$ cat config.mk
export PLATFORM = sky130hd
export DESIGN_NAME = mul_seq_flat
export DESIGN_NICKNAME = d
export VERILOG_FILES = /design/src/rtl/mul_pkg.sv /design/src/rtl/mul_seq_if.sv /design/src/rtl/rr_arb2.sv /design/src/rtl/mul_seq.sv /design/src/flat_wrapper.sv
export SDC_FILE = /design/constraint.sdc
export NUM_CORES = 1
export LEC_CHECK = 0
export ABC_AREA = 1
export CORE_UTILIZATION = 37
export DETAILED_ROUTE_END_ITERATION = 8
export GPL_ROUTABILITY_DRIVEN = 0
export PLACE_DENSITY = 0.85
export SLEW_MARGIN = 20
export SYNTH_ARGS = -nofsm -noshare
export SYNTH_HDL_FRONTEND = slang
export SYNTH_SLANG_ARGS = --single-unit
$ cat constraint.sdc
create_clock -name clk -period 5.9 [get_ports clk]
set_input_delay 1.77 -clock clk [delete_from_list [all_inputs] [get_ports clk]]
set_output_delay 1.77 -clock clk [all_outputs]
set_load 0.1 [all_outputs]
$ cat src/rtl/mul_pkg.sv
// Shared definitions for the sequential radix-4 Booth multiplier.
//   - default operand width and Booth step count
//   - step-counter width helper
//   - controller FSM state encoding
package mul_pkg;

  localparam int unsigned DefWidth = 16;
  localparam int unsigned DefSteps = DefWidth / 2;

  // Width of a counter that must hold 0..steps-1; never narrower than one bit.
  function automatic int unsigned cnt_width(input int unsigned steps);
    return (steps > 1) ? $clog2(steps) : 1;
  endfunction

  localparam int unsigned DefCntW = cnt_width(DefSteps);

  typedef enum logic [2:0] {
    StIdle   = 3'd0,
    StLoad   = 3'd1,
    StRun    = 3'd2,
    StSettle = 3'd3,
    StResp   = 3'd4
  } state_e;

endpackage

$ cat src/rtl/mul_seq_if.sv
// Bundle of the requester, response and datapath signals of mul_seq.
//   slave  : the multiplier controller side
//   master : the environment side (requesters, consumer and Booth datapath)
// Signals:
//   req0/1_valid, req0/1_a, req0/1_b  requester operands and valid
//   req0/1_ready                      operands accepted this cycle
//   resp_valid/ready/id/product       product handshake
//   dp_load, dp_step, dp_multiplicand, dp_multiplier, dp_product  datapath control
//   busy                              controller not idle
interface mul_seq_if
  import mul_pkg::*;
#(
  parameter int unsigned WIDTH = DefWidth
) ();

  logic               req0_valid;
  logic               req1_valid;
  logic               req0_ready;
  logic               req1_ready;
  logic [WIDTH-1:0]   req0_a;
  logic [WIDTH-1:0]   req0_b;
  logic [WIDTH-1:0]   req1_a;
  logic [WIDTH-1:0]   req1_b;

  logic               resp_valid;
  logic               resp_ready;
  logic               resp_id;
  logic [2*WIDTH-1:0] resp_product;

  logic               dp_load;
  logic               dp_step;
  logic [WIDTH-1:0]   dp_multiplicand;
  logic [WIDTH-1:0]   dp_multiplier;
  logic [2*WIDTH-1:0] dp_product;

  logic               busy;

  modport slave (
    input  req0_valid, req1_valid, req0_a, req0_b, req1_a, req1_b,
    output req0_ready, req1_ready,
    output resp_valid, resp_id, resp_product,
    input  resp_ready,
    output dp_load, dp_step, dp_multiplicand, dp_multiplier,
    input  dp_product,
    output busy
  );

  modport master (
    output req0_valid, req1_valid, req0_a, req0_b, req1_a, req1_b,
    input  req0_ready, req1_ready,
    input  resp_valid, resp_id, resp_product,
    output resp_ready,
    input  dp_load, dp_step, dp_multiplicand, dp_multiplier,
    output dp_product,
    input  busy
  );

endinterface

$ cat src/rtl/rr_arb2.sv
// Two-requester round-robin arbiter.
//   clk, rst  clock and asynchronous active-high reset
//   valid     request vector, bit n = requester n
//   advance   the current grant is being consumed this cycle
//   grant     one-hot grant (all zero when nobody requests)
//   pointer   requester preferred on contention (0 after reset)
module rr_arb2 (
  input  logic       clk,
  input  logic       rst,
  input  logic [1:0] valid,
  input  logic       advance,
  output logic [1:0] grant,
  output logic       pointer
);

  logic pointer_q;

  always_comb begin
    grant = 2'b00;
    case (valid)
      2'b01:   grant = 2'b01;
      2'b10:   grant = 2'b10;
      2'b11:   grant = pointer_q ? 2'b10 : 2'b01;
      default: grant = 2'b00;
    endcase
  end

  // Preference moves to whichever requester was not served.
  always_ff @(posedge clk or posedge rst) begin
    if (rst) begin
      pointer_q <= 1'b0;
    end else if (advance && (grant != 2'b00)) begin
      pointer_q <= grant[0];
    end
  end

  assign pointer = pointer_q;

endmodule

$ cat src/rtl/mul_seq.sv
// Sequential signed multiplier controller for an external radix-4 Booth datapath.
// Accepts one job at a time from two round-robin arbitrated requesters, loads the
// datapath, runs STEPS Booth steps, captures the product and holds it until taken.
//   clk, rst  clock and asynchronous active-high reset
//   bus       mul_seq_if.slave: requester handshakes, response handshake,
//             datapath control/operands/product and busy
module mul_seq
  import mul_pkg::*;
#(
  parameter int unsigned WIDTH = DefWidth,
  parameter int unsigned STEPS = WIDTH / 2
) (
  input logic      clk,
  input logic      rst,
  mul_seq_if.slave bus
);

  localparam int unsigned     CntW     = cnt_width(STEPS);
  localparam logic [CntW-1:0] LastStep = CntW'(STEPS - 1);

  state_e             state_q;
  logic [WIDTH-1:0]   a_q;
  logic [WIDTH-1:0]   b_q;
  logic               id_q;
  logic [CntW-1:0]    cnt_q;
  logic [2*WIDTH-1:0] product_q;
  logic               dp_load_q;
  logic               dp_step_q;
  logic               resp_valid_q;
  logic               busy_q;

  logic [1:0] req_valid;
  logic [1:0] grant;
  logic       arb_ptr;
  logic       accept;

  assign req_valid = {bus.req1_valid, bus.req0_valid};

  // Ready is combinational so a requester is served in the same cycle it shows
  // valid; it is masked during reset so no handshake can be seen then.
  assign accept = !rst && (state_q == StIdle) && (grant != 2'b00);

  rr_arb2 u_arb (
    .clk     (clk),
    .rst     (rst),
    .valid   (req_valid),
    .advance (accept),
    .grant   (grant),
    .pointer (arb_ptr)
  );

  assign bus.req0_ready = accept & grant[0];
  assign bus.req1_ready = accept & grant[1];

  always_ff @(posedge clk or posedge rst) begin
    if (rst) begin
      state_q      <= StIdle;
      a_q          <= '0;
      b_q          <= '0;
      id_q         <= 1'b0;
      cnt_q        <= '0;
      product_q    <= '0;
      dp_load_q    <= 1'b0;
      dp_step_q    <= 1'b0;
      resp_valid_q <= 1'b0;
      busy_q       <= 1'b0;
    end else begin
      case (state_q)
        StIdle: begin
          if (accept) begin
            a_q       <= grant[1] ? bus.req1_a : bus.req0_a;
            b_q       <= grant[1] ? bus.req1_b : bus.req0_b;
            dp_load_q <= 1'b1;
            busy_q    <= 1'b1;
            state_q   <= StLoad;
          end
        end
        StLoad: begin
          // The arbiter pointer has just moved away from the served requester,
          // so its complement identifies the owner of this job.
          id_q      <= ~arb_ptr;
          dp_load_q <= 1'b0;
          dp_step_q <= 1'b1;
          cnt_q     <= '0;
          state_q   <= StRun;
        end
        StRun: begin
          if (cnt_q == LastStep) begin
            dp_step_q <= 1'b0;
            state_q   <= StSettle;
          end else begin
            cnt_q <= cnt_q + 1'b1;
          end
        end
        StSettle: begin
          product_q    <= bus.dp_product;
          resp_valid_q <= 1'b1;
          state_q      <= StResp;
        end
        StResp: begin
          if (bus.resp_ready) begin
            resp_valid_q <= 1'b0;
            busy_q       <= 1'b0;
            state_q      <= StIdle;
          end
        end
        default: begin
          dp_load_q    <= 1'b0;
          dp_step_q    <= 1'b0;
          resp_valid_q <= 1'b0;
          busy_q       <= 1'b0;
          state_q      <= StIdle;
        end
      endcase
    end
  end

  assign bus.dp_load         = dp_load_q;
  assign bus.dp_step         = dp_step_q;
  assign bus.dp_multiplicand = a_q;
  assign bus.dp_multiplier   = b_q;
  assign bus.resp_valid      = resp_valid_q;
  assign bus.resp_id         = id_q;
  assign bus.resp_product    = product_q;
  assign bus.busy            = busy_q;

endmodule

$ cat src/flat_wrapper.sv
// flat-port wrapper written by rule: the top's interface ports become plain ports
module mul_seq_flat import mul_pkg::*;
#(
  parameter int unsigned WIDTH = DefWidth,
  parameter int unsigned STEPS = WIDTH / 2
)
  (clk, rst, bus_req0_valid, bus_req1_valid, bus_req0_a, bus_req0_b, bus_req1_a, bus_req1_b, bus_req0_ready, bus_req1_ready, bus_resp_valid, bus_resp_id, bus_resp_product, bus_resp_ready, bus_dp_load, bus_dp_step, bus_dp_multiplicand, bus_dp_multiplier, bus_dp_product, bus_busy);
  mul_seq_if #(.WIDTH(WIDTH)) bus_i ();
  input logic clk;
  input logic rst;
  input wire logic [$bits(bus_i.req0_valid)-1:0] bus_req0_valid;
  input wire logic [$bits(bus_i.req1_valid)-1:0] bus_req1_valid;
  input wire logic [$bits(bus_i.req0_a)-1:0] bus_req0_a;
  input wire logic [$bits(bus_i.req0_b)-1:0] bus_req0_b;
  input wire logic [$bits(bus_i.req1_a)-1:0] bus_req1_a;
  input wire logic [$bits(bus_i.req1_b)-1:0] bus_req1_b;
  output wire logic [$bits(bus_i.req0_ready)-1:0] bus_req0_ready;
  output wire logic [$bits(bus_i.req1_ready)-1:0] bus_req1_ready;
  output wire logic [$bits(bus_i.resp_valid)-1:0] bus_resp_valid;
  output wire logic [$bits(bus_i.resp_id)-1:0] bus_resp_id;
  output wire logic [$bits(bus_i.resp_product)-1:0] bus_resp_product;
  input wire logic [$bits(bus_i.resp_ready)-1:0] bus_resp_ready;
  output wire logic [$bits(bus_i.dp_load)-1:0] bus_dp_load;
  output wire logic [$bits(bus_i.dp_step)-1:0] bus_dp_step;
  output wire logic [$bits(bus_i.dp_multiplicand)-1:0] bus_dp_multiplicand;
  output wire logic [$bits(bus_i.dp_multiplier)-1:0] bus_dp_multiplier;
  input wire logic [$bits(bus_i.dp_product)-1:0] bus_dp_product;
  output wire logic [$bits(bus_i.busy)-1:0] bus_busy;
  assign bus_i.req0_valid = bus_req0_valid;
  assign bus_i.req1_valid = bus_req1_valid;
  assign bus_i.req0_a = bus_req0_a;
  assign bus_i.req0_b = bus_req0_b;
  assign bus_i.req1_a = bus_req1_a;
  assign bus_i.req1_b = bus_req1_b;
  assign bus_req0_ready = bus_i.req0_ready;
  assign bus_req1_ready = bus_i.req1_ready;
  assign bus_resp_valid = bus_i.resp_valid;
  assign bus_resp_id = bus_i.resp_id;
  assign bus_resp_product = bus_i.resp_product;
  assign bus_i.resp_ready = bus_resp_ready;
  assign bus_dp_load = bus_i.dp_load;
  assign bus_dp_step = bus_i.dp_step;
  assign bus_dp_multiplicand = bus_i.dp_multiplicand;
  assign bus_dp_multiplier = bus_i.dp_multiplier;
  assign bus_i.dp_product = bus_dp_product;
  assign bus_busy = bus_i.busy;
  mul_seq #(.WIDTH(WIDTH), .STEPS(STEPS)) u_core (.clk(clk), .rst(rst), .bus(bus_i));
endmodule
# Word level (Yosys, flattened, before mapping)
# Cells that the tools add are included.
[classes]
addsub = 1
eq_ne = 12
muxes = 17
n_bitwise = 7
n_reduce_logical = 18
[op_table]
columns = ["op", "n"]
rows = [
  ["$mux W16", 2],
  ["$pmux W3 S5", 1],
  ["$mux W3", 4],
  ["$reduce_or A3 Y1", 4],
  ["$reduce_and A2 Y1", 5],
  ["$pmux W1 S3", 3],
  ["$eq A3 B2 Y1 const B", 2],
  ["$eq A3 B3 Y1 const B", 2],
  ["$pmux W2 S3", 1],
  ["$pmux W3 S2", 1],
  ["$reduce_and A3 Y1", 2],
  ["$not A1 Y1", 5],
  ["$eq A2 B2 Y1 const B", 2],
  ["$ne A2 B1 Y1 const B", 2],
  ["$ne A2 B2 Y1 const B", 2],
  ["$reduce_bool A2 Y1", 2],
  ["$add A3 B1 Y3 const B", 1],
  ["$eq A3 B1 Y1 const B", 1],
  ["$logic_and A1 B1 Y1", 3],
  ["$logic_not A3 Y1", 1],
  ["$mux W1", 3],
  ["$and A1 B1 Y1", 2],
  ["$eq A2 B1 Y1 const B", 1],
  ["$mux W2", 1],
  ["other kinds (2)", 2],
]
[totals]
regBits = 76
input_bits = 101
output_inout_bits = 71
wordCells = 66

# Longest topological paths before layout
# Gate-level depths: netlist of the first run.
[logic_depth]
word_depth = 6
depth_mapped = 8
mapped_depth_nobuf = 7

# Hierarchy
# Synthesis of the first run repeated with hierarchy kept, for this count alone.
[hier_totals]
hier_cells = 449
hier_area_um2 = 3485.8
[by_module_without_submodules]
columns = ["mod", "instances", "cells_per_inst", "area_each_um2", "seq_area_each_um2"]
rows = [
  ["mul_seq", 1, 440, 3422.0, 1876.8],
  ["rr_arb2", 1, 9, 63.8, 25.0],
]

# Worst setup path before layout of the first run
# Ideal clock, no wire load.
[synth_path]
kind = "input to output"
from = "input rst"
to = "output bus_req1_ready"
arrival_ns = 5.506
required_time_ns = 4.130
setup_slack_ns = -1.376
stages = 6
n_path_buf = 1
path_cell_list = "inv_1 > o21ai_1 > nor2_4 > inv_4 > buf_6 > nor2_1"
[synth_via]
elab_chain_len = 4
[synth_lines]
columns = ["item", "line", "text"]
rows = [
  ["from (decl)", "flat_wrapper.sv:10", "input logic rst;"],
  ["$logic_not A1 Y1 (no source line)", "--", ""],
  ["$logic_and A1 B1 Y1 (2 in a row)", "mul_seq.sv:41", "assign accept = !rst && (state_q == StIdle) && (grant != 2'b00);"],
  ["$and A1 B1 Y1", "mul_seq.sv:53", "assign bus.req1_ready = accept & grant[1];"],
  ["to (decl)", "flat_wrapper.sv:18", "output wire logic [$bits(bus_i.req1_ready)-1:0] bus_req1_ready;"],
]
# Every way passes these cells.

# Worst setup path in the final report of the first run
[layout_path]
from = "input bus_req1_valid"
to = "output bus_req0_ready"
[layout_via]
elab_chain_len = 5
word_cells_on_any_way = 7
classes_between = "eq/ne: 3; mux: 1; bitwise: 1; reduce/logical: 2"
[layout_lines]
columns = ["item", "line", "text"]
rows = [
  ["from (decl)", "flat_wrapper.sv:12", "input wire logic [$bits(bus_i.req1_valid)-1:0] bus_req1_valid;"],
  ["$eq A2 B2 Y1 / $eq A2 B1 Y1 (equally long branches)", "rr_arb2.sv:20", "case (valid)"],
  ["$pmux W2 S3 *", "rr_arb2.sv:20", ""],
  ["$reduce_bool A2 Y1", "mul_seq.sv:41", ""],
  ["$logic_and A1 B1 Y1", "mul_seq.sv:41", ""],
  ["$and A1 B1 Y1 *", "mul_seq.sv:52", "assign bus.req0_ready = accept & grant[0];"],
  ["to (decl)", "flat_wrapper.sv:17", "output wire logic [$bits(bus_i.req0_ready)-1:0] bus_req0_ready;"],
]
# Every way passes the cells marked *; elsewhere a longest branch is shown, timed or not.

==> flow_summary.toml, run 1 <==
[hold_path]
min_path_type = "reg -> reg"

[die]
fp.dieArea_um2 = 9830
core_um2 = 9200
die_x_um = 99.1
num_rows = 35
io-pin-count = 172
die_h_um = 99.1
start_util_pct = 38.0

[timing]
min_period_ns = 5.16
slew_headroom_pct = 28.7
hold_viol_final = 0
finalSetupViolations = 0
rsz0062_at_grt = "no"
tns_ns = 0
fin_crit_sh_pct = 87.4
hold_slack_ns = 0.477
drv_slew = 0
tightest_slew_ns = 1.07
clock_skew_ns = 0.0110
fmax_ghz = 0.194
setup_ws_ns = 0.741

[drt]
detail_route.iter0.violations = 86
vias = 3305
via_per_inst = 4.58
antenna_left = 0
routed_wl_um = 8760
avgRoutedWirePerCell_um = 12.1
drt_first_pass_iters = 5
drc_errors = 0

[cells_and_area]
drive_gt1_share_pct = 4.75
diodes = 0
area_growth_pct = 57.0
fin_cells = 721
nNetsFinal = 709
nFillCells = 805

[synthesis]
synth_area_um2 = 3490
synth.distinct_cells = 21
synth_warnings = 0
avgSynthCellArea_um2 = 7.92
synth_cells = 441
seq_area_frac_synth_pct = 54.5
synth_nets = 544
ys_seq_elements = 76

[run_status]
status = "finished, final reports clean"

[clock_network]
cts_buffers = 9
htree_levels = 3
post_cts_resized = 0
clockBufferDepth = 2
clock_sinks = 76
clock_latency_ns = 0.33
cts.clk_slew.worst_paths_ns = 0.08
cts_hold_buf = 0
cts_setup_buffers = 0
ctsRootBufferMaster = "clkbuf_8"
cts_tree = "yes"

[placed_design]
dp_slack_ns = 0.729
dp_cells = 706
dp_hpwl_um = 6610
port_buffers = 171

[setup_path]
crit_path_end_kind = "primary output"
critical_path_class = "in -> out"
crit_fanout = 31
cp.required_ns = 4.13
start_kind = "input port"
critical_path_arrival_ns = 3.39

[grt]
grt.total_usage_pct = 17.9
grt_overflow_total = 0
grt_pass1_vias = 3080
antenna_found_initial = 0
grt_pass1_wl_um = 13900
grt_max_degree = 77

[run]
drv_cap = 0
## final timing paths
kind | start | endpoint | slack (ns) | depth (start not counted)
max in group asynchronous | rst | u_core.bus.dp_multiplicand[15]$_DFFE_PP0P_ | 3.18 | 3
min in group asynchronous | rst | u_core.bus.resp_id$_DFFE_PP0P_ | 2.14 | 3
hold / removal | u_core.bus.dp_step$_DFFE_PP0P_ | u_core.bus.dp_step$_DFFE_PP0P_ | 0.48 | 2
hold reg to reg | u_core.bus.dp_step$_DFFE_PP0P_ | u_core.bus.dp_step$_DFFE_PP0P_ | 0.48 | 2
setup reg to reg | u_core.u_arb.pointer$_DFFE_PP0P_ | u_core.bus.dp_multiplier[5]$_DFFE_PP0P_ | 4.22 | 6
setup / recovery | bus_req1_valid | bus_req0_ready | 0.74 | 7
## final cells by class
cell class / instances / area (µm²) / share of cell area (%)
repair buffers: 174 / 1750 / 32.0
flip-flops and latches: 76 / 1900 / 34.7
clock buffers: 11 / 141 / 2.58
multi-input cells: 272 / 1190 / 21.7
inverters: 73 / 280 / 5.11
clock inverters: 4 / 73.8 / 1.35
well taps: 111 / 139 / 2.53
## state kept, by name (all words and copies together) (netlist names), 3 cells and up
| name | cells |
|---|---|
| u_core.bus.resp_product | 32 |
| u_core.bus.dp_multiplier | 16 |
| u_core.bus.dp_multiplicand | 16 |
| u_core.state_q | 3 |
| u_core.cnt_q | 3 |
## critical path, cell delays in order
cell,delay [ns]
clkdlybuf4s50_1,0.53
o21ai_1,0.15
nor2_4,0.16
buf_4,0.33
nand2_1,0.14
inv_1,0.12
buf_12,0.18
## cell families after synthesis
kind of cell               Yosys count  share of synthesized area, %
DFF                                 76                          54.5
and+or+nand+nor                    198                          22.3
adders and majority gates            2                         0.717
AOI/OAI and AO/OA                   72                          10.5
buffers and inverters               93                          12.1
## stage by stage
step / utilization, % / instance area (µm²)
after floorplan: - / 3500
after CTS: 59.5 / 5470
after global routing: 59.6 / 5480
final: 59.6 / 5480
after detailed placement: 57.2 / 5260
after global placement: 57.2 / 5260
## layout by cell type (no fill, tap or decap)
cell / n
clkinvlp_4: 1
inv_4: 1
nand3b_1: 1
o21ai_0: 54
o21ai_4: 1
nand2_2: 1
clkdlybuf4s50_1: 169
a21oi_1: 2
a31oi_1: 1
buf_4: 3
inv_1: 69
nor2_2: 1
nor2_4: 2
ha_1: 2
buf_12: 2
clkbuf_8: 10
clkbuf_1: 1
nand3_1: 9
bufinv_16: 2
dfrtp_1: 76
nor2_1: 4
nand2_1: 179
clkinv_2: 1
inv_2: 2
o21ai_1: 14
clkinv_4: 1
nand3_4: 1
## Yosys cell counts
library cell / number / share of area (%)
nand2_1: 179 / 19
dfrtp_1: 76 / 54
inv_1: 70 / 7.5
o21ai_0: 54 / 7.7
o21ai_1: 14 / 2.0
buf_4: 10 / 2.2
nand3_1: 10 / 1.4
nor2_1: 5 / 0.54
buf_6: 4 / 1.3
clkbuf_1: 4 / 0.43
a21oi_1: 2 / 0.29
ha_1: 2 / 0.72
inv_2: 2 / 0.22
nor2_4: 2 / 0.65
a31oi_1: 1 / 0.18
buf_2: 1 / 0.14
clkbuf_2: 1 / 0.14
inv_4: 1 / 0.18
nand2_2: 1 / 0.18
nand3b_1: 1 / 0.22
o21ai_2: 1 / 0.25
## metal layers
layer	vias to the layer above	track usage, %	routed length (µm)
met3	22	4.78	715
met5	-	0	0
met2	150	29.3	3880
met1	1472	22.6	3930
li1	1661	-	-
met4	0	7.24	226
Power of run 1 is not shown: default switching activity piles up to over one toggle a cycle in this logic, so the estimate is an artifact.
==> run 2: changes to the inputs <==
--- a/config.mk
+++ b/config.mk
@@ -10,7 +10,6 @@
 export DETAILED_ROUTE_END_ITERATION = 8
 export GPL_ROUTABILITY_DRIVEN = 0
 export PLACE_DENSITY = 0.85
-export SLEW_MARGIN = 20
 export SYNTH_ARGS = -nofsm -noshare
 export SYNTH_HDL_FRONTEND = slang
 export SYNTH_SLANG_ARGS = --single-unit
==> run 2 against run 1 <==
Compared with the run above: core utilization shrank 0.082 points; global-route usage is the same; clock-buffer cell count is the same; critical path type unchanged; critical endpoint unchanged; highest routed layer unchanged.
==> flow_summary.toml, run 2 (synthesis gave the netlist of run 1 again) <==
[timing]
fin_crit_sh_pct = 87.4
hold_viol_final = 0
fmax_ghz = 0.194
tns_ns = 0
finalSetupViolations = 0
drv_slew = 0
tightest_slew_ns = 1.07
rsz0062_at_grt = "no"
clock_skew_ns = 0.0109
min_period_ns = 5.16
slew_headroom_pct = 28.7

[drt]
wl_met3_um = 715
drt_first_pass_iters = 5
drt-met1-wl_um = 3920
avgRoutedWirePerCell_um = 12.1
detail_route.iter0.violations = 86
maxUsedRoutingLayer = "met4"
drc_errors = 0
via_per_inst = 4.58
vias = 3305
routed_wl_um = 8750
met2_length_um = 3890
antenna_left = 0

[die]
die_x_um = 99.1
io-pin-count = 172
start_util_pct = 38.0
core_um2 = 9200
num_rows = 35
die_h_um = 99.1
fp.dieArea_um2 = 9830

[setup_path]
r2r-start = "u_core.state_q[2]$_DFFE_PP0P_"
cpMaxStageDelayCell = "clkdlybuf4s50_1"
crit_path_end_kind = "primary output"
ff2ff_setup_slack_ns = 3.88
path_cells = "clkdlybuf4s50_1 > o21ai_1 > nor2_4 > buf_4 > nand2_1 > inv_1 > buf_12"
reg2reg_depth = 3
worstReg2RegEnd = "u_core.bus.resp_product[12]$_DFFE_PP0P_"
start_kind = "input port"
critical_path_class = "in -> out"
cp.required_ns = 4.13
slowest_delay_ns = 0.53
critical_path_arrival_ns = 3.39
crit_fanout = 31

[clock_network]
clock_sinks = 76
cts_tree = "yes"
cts.clk_slew.worst_paths_ns = 0.08
clockBufferDepth = 2
post_cts_resized = 0
cts_buffers = 9
cts_setup_buffers = 0
cts_hold_buf = 0
ctsRootBufferMaster = "clkbuf_8"
clock_latency_ns = 0.33
htree_levels = 3

[hold_path]
min_from = "u_core.bus.dp_step$_DFFE_PP0P_"
hold_end = "u_core.bus.dp_step$_DFFE_PP0P_"
min_path_type = "reg -> reg"
hold_path_depth = 2

[run_status]
status = "finished, final reports clean"

[placed_design]
dp_hpwl_um = 6610
port_buffers = 171

[cells_and_area]
area_growth_pct = 56.8
nFillCells = 805
mostFrequentLayoutCells = "nand2_1 (179), clkdlybuf4s50_1 (169), dfrtp_1 (76), inv_1 (69), o21ai_0 (54)"
largest_register_ffs = 32
nNetsFinal = 709
drive_gt1_share_pct = 4.75
diodes = 0
mostFrequentLayoutCell = "nand2_1"

[grt]
grt_overflow_total = 0
grt_max_degree = 77
antenna_found_initial = 0
grt_pass1_wl_um = 13900
grt_pass1_vias = 3080
grt.total_usage_pct = 17.9

[run]
drv_cap = 0
[run 2: changes by cell type in the layout (fill, tap and decap cells not counted)]
| cell | previous run | this run |
|---|---|---|
| nand3_2 | 0 | 1 |
| nand3_4 | 1 | 0 |
[run 2: metal layers]
| metal | global-route usage (%) | up-vias |
|---|---|---|
| li1 | - | 1660 |
| met2 | 29.3 | 150 |
| met4 | 7.24 | 0 |
| met3 | 4.78 | 22 |
| met1 | 22.6 | 1473 |
| met5 | 0 | - |
[run 2: how the worst max path moves through the flow]
stage | start | end | cells after the start
after floorplan | rst | bus_req1_ready | 6
final | bus_req1_valid | bus_req0_ready | 7
after global routing | bus_req1_valid | bus_req0_ready | 7
after detailed placement | bus_req1_valid | bus_req0_ready | 7
after CTS | bus_req1_valid | bus_req0_ready | 7
after global placement | bus_req1_valid | bus_req0_ready | 7
[run 2: critical path: cells and delay by family]
kind / cells / cell delay, ns
AOI/OAI and AO/OA: 1 / 0.15
buffers and inverters: 4 / 1.16
and+or+nand+nor: 2 / 0.30
[run 2: area by class of cell]
type / instances / area [µm²] / share of cell area, %
inverters: 73 / 280 / 5.12
clock buffers: 11 / 141 / 2.58
clock inverters: 4 / 73.8 / 1.35
well taps: 111 / 139 / 2.54
multi-input cells: 272 / 1180 / 21.6
flip-flops and latches: 76 / 1900 / 34.8
repair buffers: 174 / 1750 / 32.1
[run 2: metrics by stage]
step	worst slack (ns)	std cells	hold slack [ns]	cell area, µm²	utilization, %
after floorplan	0.0379	441	0.469	3500	-
after global placement	0.785	706	0.460	5260	57.2
after detailed placement	0.729	706	0.462	5260	57.2
after CTS	0.728	721	0.482	5470	59.5
after global routing	0.609	721	0.499	5470	59.5
final	0.742	721	0.477	5470	59.5
Power of run 2 is left out for the same reason.
